`src/rtl/moore_seq_pkg.sv`:
```
// moore_seq_pkg: shared types and defaults for the 1010 pattern transmitter
package moore_seq_pkg;
  localparam int PAT_W = 4;
  localparam logic [PAT_W-1:0] PATTERN = 4'b1010;
  localparam int CNT_W = 4;
  localparam int BC_W = $clog2(PAT_W);
  typedef enum logic [1:0] {IDLE = 2'd0, SHIFT = 2'd1, DONE = 2'd2} state_t;
endpackage

```
`src/rtl/moore_seq_tx_1010_if.sv`:
```
// moore_seq_tx_1010_if: request/abort controls and serial output bundle
interface moore_seq_tx_1010_if;
  logic start;
  logic [moore_seq_pkg::CNT_W-1:0] rep;
  logic abort;
  logic x_out;
  logic x_valid;
  logic busy;
  logic done;
  modport master(output start, rep, abort, input x_out, x_valid, busy, done);
  modport slave(input start, rep, abort, output x_out, x_valid, busy, done);
endinterface

```
`src/rtl/moore_seq_shreg.sv`:
```
// moore_seq_shreg: pattern shift/reload register with its bit counter
module moore_seq_shreg
  import moore_seq_pkg::*;
(
  input  logic clk,
  input  logic rst,
  input  logic load,
  input  logic shift,
  output logic msb,
  output logic last
);
  logic [PAT_W-1:0] sreg;
  logic [BC_W-1:0] bit_cnt;
  always_ff @(posedge clk) begin
    if (!rst) begin
      sreg <= '0;
      bit_cnt <= '0;
    end else if (load) begin
      sreg <= PATTERN;
      bit_cnt <= BC_W'(PAT_W - 1);
    end else if (shift) begin
      sreg <= {sreg[PAT_W-2:0], 1'b0};
      bit_cnt <= bit_cnt - 1'b1;
    end
  end
  assign msb = sreg[PAT_W-1];
  assign last = bit_cnt == '0;
endmodule

```
`src/rtl/moore_seq_tx_1010.sv`:
```
// moore_seq_tx_1010: Moore FSM sending PATTERN rep times MSB first
module moore_seq_tx_1010
  import moore_seq_pkg::*;
(
  input logic clk,
  input logic rst,
  moore_seq_tx_1010_if.slave s
);
  state_t state, state_n;
  logic [CNT_W-1:0] reps_left;
  logic msb, last, load, shift, reload;
  moore_seq_shreg u_shreg (
    .clk(clk),
    .rst(rst),
    .load(load),
    .shift(shift),
    .msb(msb),
    .last(last)
  );
  // abort outranks every SHIFT transition, including the final bit
  always_comb begin
    reload = state == SHIFT && !s.abort && last && reps_left > CNT_W'(1);
    load = (state == IDLE && s.start) || reload;
    shift = state == SHIFT && !s.abort && !last;
    state_n = state == IDLE ? (s.start ? SHIFT : IDLE) :
              state == SHIFT ? (s.abort ? IDLE : (last && !reload) ? DONE : SHIFT) :
              IDLE;
  end
  always_ff @(posedge clk) begin
    if (!rst) begin
      state <= IDLE;
      reps_left <= '0;
    end else begin
      state <= state_n;
      if (state == IDLE && s.start) reps_left <= s.rep == '0 ? CNT_W'(1) : s.rep;
      else if (reload) reps_left <= reps_left - 1'b1;
    end
  end
  assign s.x_out = state == SHIFT && msb;
  assign s.x_valid = state == SHIFT;
  assign s.busy = state == SHIFT;
  assign s.done = state == DONE;
endmodule

```
`src/flat_wrapper.sv`:
```
// flat-port wrapper written by rule: the top's interface ports become plain ports
module moore_seq_tx_1010_flat import moore_seq_pkg::*;
  (clk, rst, s_start, s_rep, s_abort, s_x_out, s_x_valid, s_busy, s_done);
  moore_seq_tx_1010_if s_i ();
  input logic clk;
  input logic rst;
  input wire logic [$bits(s_i.start)-1:0] s_start;
  input wire logic [$bits(s_i.rep)-1:0] s_rep;
  input wire logic [$bits(s_i.abort)-1:0] s_abort;
  output wire logic [$bits(s_i.x_out)-1:0] s_x_out;
  output wire logic [$bits(s_i.x_valid)-1:0] s_x_valid;
  output wire logic [$bits(s_i.busy)-1:0] s_busy;
  output wire logic [$bits(s_i.done)-1:0] s_done;
  assign s_i.start = s_start;
  assign s_i.rep = s_rep;
  assign s_i.abort = s_abort;
  assign s_x_out = s_i.x_out;
  assign s_x_valid = s_i.x_valid;
  assign s_busy = s_i.busy;
  assign s_done = s_i.done;
  moore_seq_tx_1010 u_core (.clk(clk), .rst(rst), .s(s_i));
endmodule
```
`config.mk`:
```
export PLATFORM = sky130hd
export DESIGN_NAME = moore_seq_tx_1010_flat
export DESIGN_NICKNAME = d
export VERILOG_FILES = /design/src/rtl/moore_seq_pkg.sv /design/src/rtl/moore_seq_tx_1010_if.sv /design/src/rtl/moore_seq_shreg.sv /design/src/rtl/moore_seq_tx_1010.sv /design/src/flat_wrapper.sv
export SDC_FILE = /design/constraint.sdc
export NUM_CORES = 1
export LEC_CHECK = 0
export CORE_AREA = 2 2 39 41
export CTS_CLUSTER_DIAMETER = 30
export DETAILED_ROUTE_END_ITERATION = 8
export DIE_AREA = 0 0 41 43
export PLACE_DENSITY = 0.76
export RECOVER_POWER = 100
export SLEW_MARGIN = 20
export SYNTH_ARGS = -nofsm -noshare
export SYNTH_HDL_FRONTEND = slang
export SYNTH_SLANG_ARGS = --single-unit
```
`constraint.sdc`:
```
create_clock -name clk -period 3.1 [get_ports clk]
set_input_delay 0.93 -clock clk [delete_from_list [all_inputs] [get_ports clk]]
set_output_delay 0.93 -clock clk [all_outputs]
set_load 0.005 [all_outputs]
```
## Yosys cells after proc, flatten, opt, wreduce, memory -nomap -nowiden

Cells that the tools add are included.

- Flip-flop bits (word level): 11
- Latch bits: 0
- Bits in writable memories: 0
- ROM bits: 0
- Word-level logic and storage cells: 40
- Memories: 0

- Add/subtract/negate cells: 2
- Multiply operators: 0
- Divide/modulo/power cells: 0
- Order comparisons: 1
- Equal/unequal tests: 2
- Shift operators: 0
- Muxes and demuxes: 12
- Bitwise logic cells: 1
- Reductions and logical operators: 17

Operators with widths:

| kind | count |
|---|---|
| $mux 4 | 5 |
| $mux 2 | 6 |
| $logic_and 1x1->1 | 7 |
| $gt 4x1->1 const B | 1 |
| $logic_not 2->1 | 2 |
| $logic_not 4->1 | 1 |
| $reduce_bool 2->1 | 2 |
| $sub 4x1->4 const B | 1 |
| $logic_not 1->1 | 3 |
| $eq 2x1->1 const B | 1 |
| $eq 2x2->1 const B | 1 |
| $reduce_or 2->1 | 1 |
| $sub 2x1->2 const B | 1 |
| $logic_or 1x1->1 | 1 |
| $mux 1 | 1 |
| $not 1->1 | 1 |

## Longest topological paths before layout

- Depth after elaboration: 10
- Mapped depth: 6
- Depth with buffers taken out: 6

## Cells and area by module

From an unflattened synthesis, not the netlist that was laid out.

- Cells, all modules: 65
- Area total of the unflattened synthesis: 609.3 um^2

By module, submodules not included:

| module | times used | cells each | area each (um^2) | seq. area each (um^2) |
|---|---|---|---|---|
| moore_seq_tx_1010 | 1 | 46 | 392.9 | 120.1 |
| moore_seq_shreg | 1 | 19 | 216.5 | 100.1 |

## Worst setup path before layout

No wires, ideal clock.

- Kind: input-to-reg
- Start: input s_abort
- End: register u_core.reps_left[1]
- Setup time: 67 ps
- Arrival time: 1884 ps
- Slack: 1149 ps
- Stages on the path: 4
- Buffers on the path: 0
- Cells stage by stage: and4bb_2 o31a_2 mux2_2 o21ai_2

- Word-level cells in the longest chain between the ends: 5

RTL lines:

| what | RTL line | RTL |
|---|---|---|
| start: declaration | flat_wrapper.sv:9 | `input wire logic [$bits(s_i.abort)-1:0] s_abort;` |
| $logic_not 1->1 | moore_seq_tx_1010.sv:22 | `reload = state == SHIFT && !s.abort && last && reps_left > CNT_W'(1);` |
| $logic_and 1x1->1 (3 in series) | moore_seq_tx_1010.sv:22 |  |
| $reduce_bool 2->1 (no line) | n/a |  |
| end signal: assignment | moore_seq_tx_1010.sv:35 | `if (state == IDLE && s.start) reps_left <= s.rep == '0 ? CNT_W'(1) : s.rep;` |
| end signal: assignment | moore_seq_tx_1010.sv:36 | `else if (reload) reps_left <= reps_left - 1'b1;` |
| end: declaration | moore_seq_tx_1010.sv:10 | `logic [CNT_W-1:0] reps_left;` |

Every way passes these cells.
A chain may end at the register's enable or synchronous reset.

## Worst setup path after layout

- Start: input s_abort
- End: register u_core.u_shreg.bit_cnt[1]

- Word-level cells in the longest chain between the ends: 6

RTL lines:

| what | RTL line | RTL |
|---|---|---|
| $logic_not 1->1 * | moore_seq_tx_1010.sv:22, moore_seq_tx_1010.sv:24 |  |
| $logic_and 1x1->1 * | moore_seq_tx_1010.sv:22, moore_seq_tx_1010.sv:24 |  |
| $logic_and 1x1->1 (2 in series) | moore_seq_tx_1010.sv:22 |  |
| $logic_or 1x1->1 | moore_seq_tx_1010.sv:23 | `load = (state == IDLE && s.start) \|\| reload;` |
| $mux 2 / $reduce_bool 2->1 (equally long branches) | n/a |  |
| end signal: assignment | moore_seq_shreg.sv:20 | `bit_cnt <= BC_W'(PAT_W - 1);` |
| end signal: assignment | moore_seq_shreg.sv:23 | `bit_cnt <= bit_cnt - 1'b1;` |
| end: declaration | moore_seq_shreg.sv:13 | `logic [BC_W-1:0] bit_cnt;` |

Every way passes the cells marked *; elsewhere a longest branch is shown, timed or not.

==> impl_results.md <==
* Total congestion overflow at 0
* Post-CTS clock slew at the launch and capture registers of the worst setup and hold paths at 0.07 ns
* Total wire length after detailed routing at 1100 µm
* Die area at 1760 µm²
* Overall power consumption at 0.323 mW
* TritonCTS Buffers at 3
* Worst slew margin at 37.7%
* Quantity of gates resized following cts at 0
* Number of instances in the synthesized netlist at 63
* Net count after synthesis at 74
* Maximum Capacitance Violations at 0
* Crit start category: primary input
* Type of element capturing the critical path: flip-flop
* Worst R2R Path Depth at 4
* Pre-Repair DR Iteration Count at 4
* Worst stage delay on the critical path at 0.76 ns
* Count of nets after finishing at 88
* Post-synthesis area per instance at 9.39 µm²
* Vias per cell at 5.03
* Ys Warns at 0
* Total DRC errors in the routed layout at 0
* Count of hold-fix buffers inserted at cts at 0
* Capture instance of the worst register-to-register path: u_core.u_shreg.bit_cnt[1]
* Global-route usage over all layers at 15.1%
* Ordered cell list for the critical path: dlygate4sd3_1 > nor3b_1 > mux2i_1 > o31a_1
* Worst Path Max Fanout at 6
* Die span in x at 41 µm
* Core Util, Final at 51.6%
* Cell area after synthesis at 592 µm²
* Post-CTS setup repair buffer count at 0
* P_leak at 0.270 nW
* Worst-Margin Slew at 0.932 ns
* Half-perimeter wire length after placement at 895 µm
* Worst setup slack for register-to-register paths at 1.18 ns
* Placement Rows at 14
* Die Y-Extent at 43 µm
* Number of I/O pins at 12
* Vias at 463
* Number of clock sinks at 11
* CP max-delay cell: sky130_fd_sc_hd__nor3b_1
* Number of antenna violations at the first check in global routing at 0
* Worst flop-to-flop path startpoint: u_core.state[0]
* Setup repair after global routing missed its margin: false
* Register area share after synthesis at 37.2%
* First-pass GRT wire length at 1730 µm
* Areal power density over the cells at 452 nW/µm²
* Count of H-tree levels built during CTS at 1
* Layout Area Growth over Synthesis at 20.7%
* Via count of the first global-routing pass at 441
* Hold Crit Class: flip-flop to flip-flop
* Antenna viol nets, final at 0
* Number of diodes added for antenna fixing at 0
* Type of the worst setup path: primary input to flip-flop
* #FFs+latches synth at 11
* Req. time, crit path at 3.26 ns
* Setup violators final at 0
* Max Freq at 398 MHz
* Clock skew after layout at 0.00108 ns
* Leading cell type in the layout, fill and taps excluded: sky130_fd_sc_hd__dfxtp_1
* Worst-skew pair later-pin latency at 0.26 ns
* Detailed-route wire length per cell at 11.9 µm
* Setup Total Neg Slack at 0 ns
* Time the final worst path needs with I/O delays and setup at 2.51 ns
* Commonest cells after routing, fill and taps aside: sky130_fd_sc_hd__dfxtp_1 (11), sky130_fd_sc_hd__clkdlybuf4s50_1 (8), sky130_fd_sc_hd__inv_1 (5), sky130_fd_sc_hd__nor2_1 (4)
* Cell depth of the worst hold path at 1
* Peak VDD IR at 0.000227 V
* Ratio of final minimum period to clock period at 81.0%
* Fraction of layout instances using a drive strength above 1 at 6.58%
* Final RePlAce weighted congestion at 0.791
* Core Footprint at 1380 µm²
* End point of the most critical hold path: u_core.state[1]
* Status: finished, final reports clean
* Arr. time, crit path at 2.67 ns
* Largest net degree at the start of global routing at 12
* Worst hold slack at 0.452 ns
* Hold path start: u_core.reps_left[2]
* Initial Util at 42.8%
* Final number of max-transition violations at 0
* Total of buffers placed on input and output ports at 11
* Worst path buffer plus inverter count at 1
* Total count of hold-check failures in the final report at 0
* DRC marker count from the first detailed-route iteration at 3
* Clock root buffer: sky130_fd_sc_hd__clkbuf_4
* Number of buffers on the longest clock path at 2
* Post-synth cell types at 29
* TritonCTS clock tree: built
* Gate family responsible for the most delay along the worst path: simple AND/OR/NAND/NOR gates
layout make-up:
| cell class | count | area [µm²] |
|---|---|---|
| Clock buffer | 4 | 26.3 |
| Fill cell | 133 | 669 |
| Inverter | 5 | 18.8 |
| Multi-Input combinational cell | 45 | 319 |
| Sequential cell | 11 | 220 |
| Tap cell | 16 | 20.0 |
| Timing Repair Buffer | 11 | 110 |
sequential cells by signal, indices dropped and copies added, names as in the netlist:
register and flops:
u_core.u_shreg.bit_cnt 2, u_core.u_shreg.sreg 3, u_core.reps_left 4, u_core.state 2
worst register-to-register path, cell delays in order (launching register included):
cell and delay [ns]:
sky130_fd_sc_hd__dfxtp_1 0.37, sky130_fd_sc_hd__nor2b_1 0.22, sky130_fd_sc_hd__nor3b_1 0.79, sky130_fd_sc_hd__mux2i_1 0.17
sky130_fd_sc_hd__o31a_1 0.26
per-stage QoR:
stage	std cells	cell area, µm²	setup slack (ns)
3_3_place_gp	88	711	0.628
4_1_cts	92	737	0.721
2_1_floorplan	63	592	1.15
3_5_place_dp	88	711	0.574
6_report	92	714	0.589
5_1_grt	92	714	0.443
kinds of logic (layout without fill, tap and decap cells):
family,Yosys count,after routing,synth area share [%]
xor gates and xnor gates,3,3,4.44
adders and majority gates,3,3,6.34
AOI/OAI and AO/OA,15,15,18.0
buffers and inverters,7,20,5.07
DFF,11,11,37.2
muxes,4,4,6.98
and+or+nand+nor,20,20,22.0
synthesized netlist by cell type:
cell | number | share of area (%)
sky130_fd_sc_hd__a21boi_0 | 3 | 3.8
sky130_fd_sc_hd__a21oi_1 | 3 | 2.5
sky130_fd_sc_hd__a31oi_1 | 1 | 1.1
sky130_fd_sc_hd__and2_1 | 3 | 3.2
sky130_fd_sc_hd__and2b_1 | 1 | 1.3
sky130_fd_sc_hd__and4bb_2 | 1 | 2.1
sky130_fd_sc_hd__buf_4 | 1 | 1.3
sky130_fd_sc_hd__clkbuf_1 | 1 | 0.63
sky130_fd_sc_hd__dfxtp_1 | 11 | 37
sky130_fd_sc_hd__ha_1 | 3 | 6.3
sky130_fd_sc_hd__inv_1 | 5 | 3.2
sky130_fd_sc_hd__mux2_2 | 1 | 1.9
sky130_fd_sc_hd__mux2i_1 | 3 | 5.1
sky130_fd_sc_hd__nand2_1 | 3 | 1.9
sky130_fd_sc_hd__nand2b_1 | 1 | 1.1
sky130_fd_sc_hd__nand3_1 | 2 | 1.7
sky130_fd_sc_hd__nor2_1 | 4 | 2.5
sky130_fd_sc_hd__nor2b_4 | 1 | 2.3
sky130_fd_sc_hd__nor3_1 | 2 | 1.7
sky130_fd_sc_hd__nor3b_4 | 1 | 3.2
sky130_fd_sc_hd__nor4_1 | 1 | 1.1
sky130_fd_sc_hd__o2111ai_1 | 1 | 1.5
sky130_fd_sc_hd__o21ai_0 | 2 | 1.7
sky130_fd_sc_hd__o21ai_2 | 1 | 1.5
sky130_fd_sc_hd__o31a_1 | 2 | 3.0
sky130_fd_sc_hd__o31a_2 | 1 | 1.7
sky130_fd_sc_hd__o31ai_1 | 1 | 1.3
sky130_fd_sc_hd__xnor2_1 | 2 | 3.0
sky130_fd_sc_hd__xor2_1 | 1 | 1.5
worst max-delay path by stage:
| stage | cells past startpoint | endpoint | slack (ns) | from |
|---|---|---|---|---|
| 2_1_floorplan | 4 | u_core.reps_left[1] | 1.15 | s_abort |
| 4_1_cts | 3 | s_x_out | 0.72 | u_core.state[0] |
| 6_report | 4 | u_core.u_shreg.bit_cnt[1] | 0.59 | s_abort |
| 5_1_grt | 4 | u_core.u_shreg.bit_cnt[1] | 0.44 | s_abort |
| 3_5_place_dp | 5 | u_core.reps_left[1] | 0.57 | s_abort |
| 3_3_place_gp | 5 | u_core.reps_left[1] | 0.63 | s_abort |
routing by layer:
metal | share of wire, % | track usage [%] | up-vias
met4 | 2.8 | 10.0 | 0
met5 | 0 | 0 | -
li1 | - | - | 247
met3 | 4.7 | 3.14 | 5
met1 | 43 | 14.7 | 197
met2 | 49 | 26.3 | 14
report_power, final:
part,internal [mW],switching (mW)
Combinational,0.0342,0.0305
Sequential,0.153,0.00866
Clock,0.0498,0.0469
(Power assumes the default switching activity.)
==> variant 1, RTL diff (config.mk and constraints unchanged) <==
`CNT_W`: 4 -> 3.
--- a/src/rtl/moore_seq_pkg.sv
+++ b/src/rtl/moore_seq_pkg.sv
@@ -4,3 +4,3 @@
   localparam logic [PAT_W-1:0] PATTERN = 4'b1010;
-  localparam int CNT_W = 4;
+  localparam int CNT_W = 3;
   localparam int BC_W = $clog2(PAT_W);
Ports: changed (resized s_rep); port bits go from 12 to 11. No check against the original RTL was run, so the function may have changed too.
==> variant 1 against the unedited design <==
  * Critical path depth is the same
  * Area after synthesis fell by 5.9%
  * Power is 0.15% lower
  * Sequential cell count fell by 1
  * Register-to-register slack improved by 120 ps
  * Wire length shrank 14%
  * Setup slack worse by 40 ps
  * Cell area down 5.3%
  * Hold slack better by 74 ps
  * Largest power group unchanged
  * Highest routed layer unchanged
==> variant 1: results (changes against the unedited design) <==
The flow ran to the end, and the final reports show no timing, DRC or antenna violations. The number of search-and-repair iterations in the first detailed-routing pass came out at 3 (-1). For the total via count after detailed routing, the log shows 432 (-6.7%). The worst clock skew on the final layout was 7.15 ps (+6.07 ps). For the final-stage net count, the log shows 77 (-13%). The number of DRC violations after detailed-routing iteration 0 was 6 (+3); the share of the yosys chip area belonging to registers was 36.0% (-1.3 points). The synthesized netlist net count was 65 (-12%); the met3 usage in global routing was 1.57% (-1.6 points). The post-synthesis share of cell area spent on full adders, half adders and majority gates was 4.49% (-1.8 points); the met2 capacity usage during global routing was 20.6% (-5.6 points). The portion of netlist area occupied by mux cells came out at 5.62% (-1.4 points).

The static leakage is 0.000263 uW (-2.5%). In the final layout, the registers with the most flip-flops are u_core.reps_left x3, u_core.u_shreg.sreg x3. The share of the synthesized area in compound gates (AO/OA/AOI/OAI) was 16.2% (-1.8 points); the sum of routed wire length over all layers was 946 microns (-14%). The detailed placement HPWL came out at 733 microns (-18%). The number of port buffers was 10 (-1); the wire length of the first global-routing pass was 1570 microns (-9.5%). For the number of unique standard cell types used by synthesis, the log shows 32 (+10%). The final routed wire length divided by cell count is 11.4 microns (-4.3%), and the signal arrival time at the worst endpoint is 2750 ps (+80 ps). The number of global-route vias before repair is 393 (-11%).

By count the netlist is led by 10 x dfxtp_1, 5 x inv_1, 5 x o21a_1. Yosys attributes the largest share of cell area to dfxtp_1 36%, o21a_1 6.7%, nand4bb_4 4.9%. The number of filler instances in the final layout was 136 (+2.3%). For the total length of routed met2 wires, the log shows 454 microns (-15%). The average size of a mapped cell works out to 9.94 sq um (+5.8%). For the global routing usage summed across all routing layers, the log shows 13.1% (-2.0 points). The tools report the number of antenna violations at the first check in global routing as 0 (unchanged). The XOR/XNOR share of the synthesized area works out to 1.57% (-2.9 points). The placer's final routability congestion estimate was 0.679 (-14%). The wire length on met1 is 440 microns (-7.4%), and the share of final-layout standard cells stronger than drive strength 1 is 11.9% (+5.4 points). The logs give 26 microns (-50%) for the wire length on met3 and 48.5% (+11 points) for the worst relative slew slack.

The logs give 15.0% (+0.33 points) for the routing usage on met1 and 0.000183 V (-20%) for the maximum vdd drop. The maximum number of pins on one net before global-route repair was 13 (+1); the cell count after placement was 79 (-10%).
variant 1: changes by cell type after synthesis, sizes merged, moves of 2 or more:
cell    change
o21a        +5
and2        -2
nand2       -3
o31a        -3
a21oi       -3
a21boi      -3
variant 1: cells by family after synthesis:
group	count (synthesis)
flip-flops	10
XOR/XNOR	1
buffers and inverters	8
multiplexers	3
AO/OA/AOI/OAI	13
adder cells (fa/ha/maj)	2
AND/OR/NAND/NOR	19
variant 1: through the flow:
stage	hold slack, ps	setup slack, ps	util [%]	power [uW]	area [sq um]
6_report	526	548	48.9	323	677
5_1_grt	554	485	48.9	340	677
4_1_cts	530	589	50.4	330	697
3_5_place_dp	521	536	47.7	214	661
3_3_place_gp	504	584	47.7	212	661
2_1_floorplan	486	1130	-	193	557
variant 1: where the power goes:
| part | switching, uW | internal [uW] |
|---|---|---|
| Combinational | 27.5 | 32.3 |
| Clock | 46.7 | 71.2 |
| Sequential | 6.27 | 139 |
| Total | 80.5 | 242 |
variant 1: critical path: stages:
cell	delay [ps]
dlygate4sd3_1	600
nand4bb_1	320
o21ai_0	680
o21a_1	230
variant 1: area by class of cell:
class,instances,area [sq um],area share (%)
clock buffers,4,36.3,5.36
repair buffers,10,100,14.8
multi-input cells,38,302,44.5
flip-flops and latches,10,200,29.6
inverters,5,18.8,2.77
well taps,16,20.0,2.96
variant 1: worst paths after layout:
| kind | from | to | slack, ps | depth (start not counted) |
|---|---|---|---|---|
| worst min-delay path | u_core.reps_left[1] | u_core.reps_left[1] | 530 | 2 |
| worst max register to register | u_core.u_shreg.bit_cnt[0] | u_core.u_shreg.sreg[1] | 1300 | 5 |
| worst min register to register | u_core.reps_left[1] | u_core.reps_left[1] | 530 | 2 |
| worst max-delay path | s_abort | u_core.u_shreg.sreg[1] | 550 | 4 |
==> variant 2, RTL diff (same flow settings) <==
Without the edit above. Reset style: asynchronous (`rst`), changed in 2 clocked blocks.
--- a/src/rtl/moore_seq_shreg.sv
+++ b/src/rtl/moore_seq_shreg.sv
@@ -13,3 +13,3 @@
   logic [BC_W-1:0] bit_cnt;
-  always_ff @(posedge clk) begin
+  always_ff @(posedge clk or negedge rst) begin
     if (!rst) begin
--- a/src/rtl/moore_seq_tx_1010.sv
+++ b/src/rtl/moore_seq_tx_1010.sv
@@ -28,3 +28,3 @@
   end
-  always_ff @(posedge clk) begin
+  always_ff @(posedge clk or negedge rst) begin
     if (!rst) begin
Check against the original RTL: differs if rst is asserted again (counterexample within 4 cycles, from zero or initial values and one cycle with rst low); with rst held inactive, the same outputs for 10 cycles.
==> variant 2 against the unedited design <==
  * Non-clock buffer count unchanged
  * Cell area is 3.3% higher
  * Final cell count shrank 5.4%
  * First-iteration DRC count grew to 3.3 times the old value
  * Sequential cell count stayed put
  * Setup slack got worse by 120 ps
  * Register-to-register slack worse by 120 ps
  * Area after synthesis increased by 3.6%
  * Wire length decreased by 6.8%
Power is not compared: it rests on default switching activity, and its combinational part moved more than twofold at a synthesized area within 25%.
==> variant 2: results (changes against the unedited design) <==
The run finished with clean final reports. The tools report the maximum number of pins on one net before global-route repair as 12 (unchanged). The total inserted antenna cells was 0 (unchanged); the number of buffers inserted during clock tree synthesis was 3 (unchanged). The worst-case clock buffer depth is 2 (unchanged), and the worst relative slew slack is 57.6% (+20 points).

The wire length of the first global-routing pass is 1570 microns (-9.1%). The largest individual stage delay along the critical path comes from the cell dlygate4sd3_1. The cell family contributing the most delay on the critical path was buffers and inverters. The highest net fanout along the worst path came out at 6 (unchanged). The via density per instance is 5.21 (+3.5%), and the clock edge transition at the registers on the reported setup and hold paths is 70 ps (about the same).

The share of final-layout standard cells stronger than drive strength 1 works out to 9.86% (+3.3 points). By area the synthesized netlist is led by dfrtp_1 45%, mux2i_1 6.5%, ha_1 6.1%. The placer's final routability congestion estimate was 0.757 (-4.4%).

Critical path's largest stage delay: 540 ps (-220 ps). The tree is rooted in a clkbuf_4. The analysis attributes to cell leakage a power of 0.000337 uW. The count of flip-flops with a built-in enable after synthesis was 0 (unchanged).

The synthesized netlist net count is 68 (-8.1%), and the hold path depth is 2 (+1). The min-delay analysis places its worst path in the category reg -> reg. The run gives 2780 ps (+110 ps) as the signal arrival time at the worst endpoint. The number of search-and-repair iterations in the first detailed-routing pass was 4 (unchanged). Number of antenna violations at the first check in global routing: 0 (unchanged). The run gives 83 (-5.7%) as the final-stage net count. The share of the yosys chip area belonging to registers came out at 44.9% (+7.7 points). The commonest cells after synthesis are 11 x dfrtp_1, 5 x inv_1, 4 x mux2i_1.

The number of port buffers is 11 (unchanged), and the worst clock skew on the final layout is 7.26 ps (+6.18 ps). The final routed wire length divided by cell count was 11.7 microns (-1.5%). The tools report the post-cts gate resize count as 0 (unchanged).

The share of async-settable or async-resettable flops after synthesis was 100% (+100 points). For the source-to-sink clock delay at the later pin of the worst-skew pair, the log shows 260 ps (about the same). The H-tree level count was 1 (unchanged); the number of DRC violations after detailed-routing iteration 0 was 10 (+7). Remaining design rule violation count: 0 (unchanged). For this run, the leading register cell type out of synthesis is dfrtp_1.

The run gives 28 (-3.4%) as the number of unique standard cell types used by synthesis. The logs give 406 (-7.9%) for the number of global-route vias before repair and 0 (unchanged) for the post-CTS setup buffer count. IR analysis of the VDD net gives a maximum drop of 0.000344 V.

The largest registers in the layout are u_core.reps_left x4, u_core.u_shreg.sreg x3. The count of cells along the worst register-to-register path was 7 (+3). For the global routing usage summed across all routing layers, the log shows 13.1% (-2.0 points).
variant 2: per-stage QoR:
stage	worst slack (ps)	power (uW)	hold WS, ps	cells	cell area, sq um
floorplan	1170	460	456	57	613
global placement	652	541	495	83	736
detailed placement	622	551	485	83	736
CTS	640	646	502	87	763
global route	299	666	535	87	738
finish	466	612	490	87	738
variant 2: cell families (layout without fill, tap and decap cells):
group / Yosys count / count (layout) / synth area share, %
simple gates: 17 / 17 / 18.8
fa+ha+maj: 3 / 3 / 6.12
compound gates: 13 / 13 / 15.5
flops: 11 / 11 / 44.9
xor+xnor: 1 / 1 / 1.43
buf+inv: 7 / 21 / 4.90
mux: 5 / 5 / 8.37
variant 2: final cells by class:
type,count,area [sq um]
repair buffers,11,110
well taps,16,20.0
flip-flops and latches,11,275
inverters,6,22.5
multi-input cells,39,283
clock inverters,1,5.00
clock buffers,3,22.5
fillers,135,646
variant 2: final timing paths:
kind	start	end	slack [ps]
max in group asynchronous	rst	u_core.reps_left[3]	1720
hold reg to reg	u_core.u_shreg.sreg[1]	u_core.u_shreg.sreg[2]	490
setup reg to reg	u_core.reps_left[0]	u_core.u_shreg.sreg[3]	1060
min in group asynchronous	rst	u_core.u_shreg.sreg[3]	1050
setup / recovery	s_abort	u_core.reps_left[1]	470
hold / removal	u_core.u_shreg.sreg[1]	u_core.u_shreg.sreg[2]	490
variant 2: per-layer routing:
layer | track usage, % | up-vias | share of wire [%]
met4 | 8.00 | 0 | 1.9
met1 | 17.1 | 211 | 47
met3 | 1.57 | 2 | 3.2
li1 | - | 230 | -
met5 | 0 | - | 0
met2 | 19.7 | 10 | 48
variant 2: report_power, final:
group / switching (uW) / internal (uW)
combinational: 129 / 136
clock: 46.0 / 47.6
sequential: 49.5 / 204
total: 225 / 387
variant 2: tightest hold or removal path: stages (launching register included):
cell	delay, ps
dfrtp_1	350
nand2_1	50
o21ai_0	60
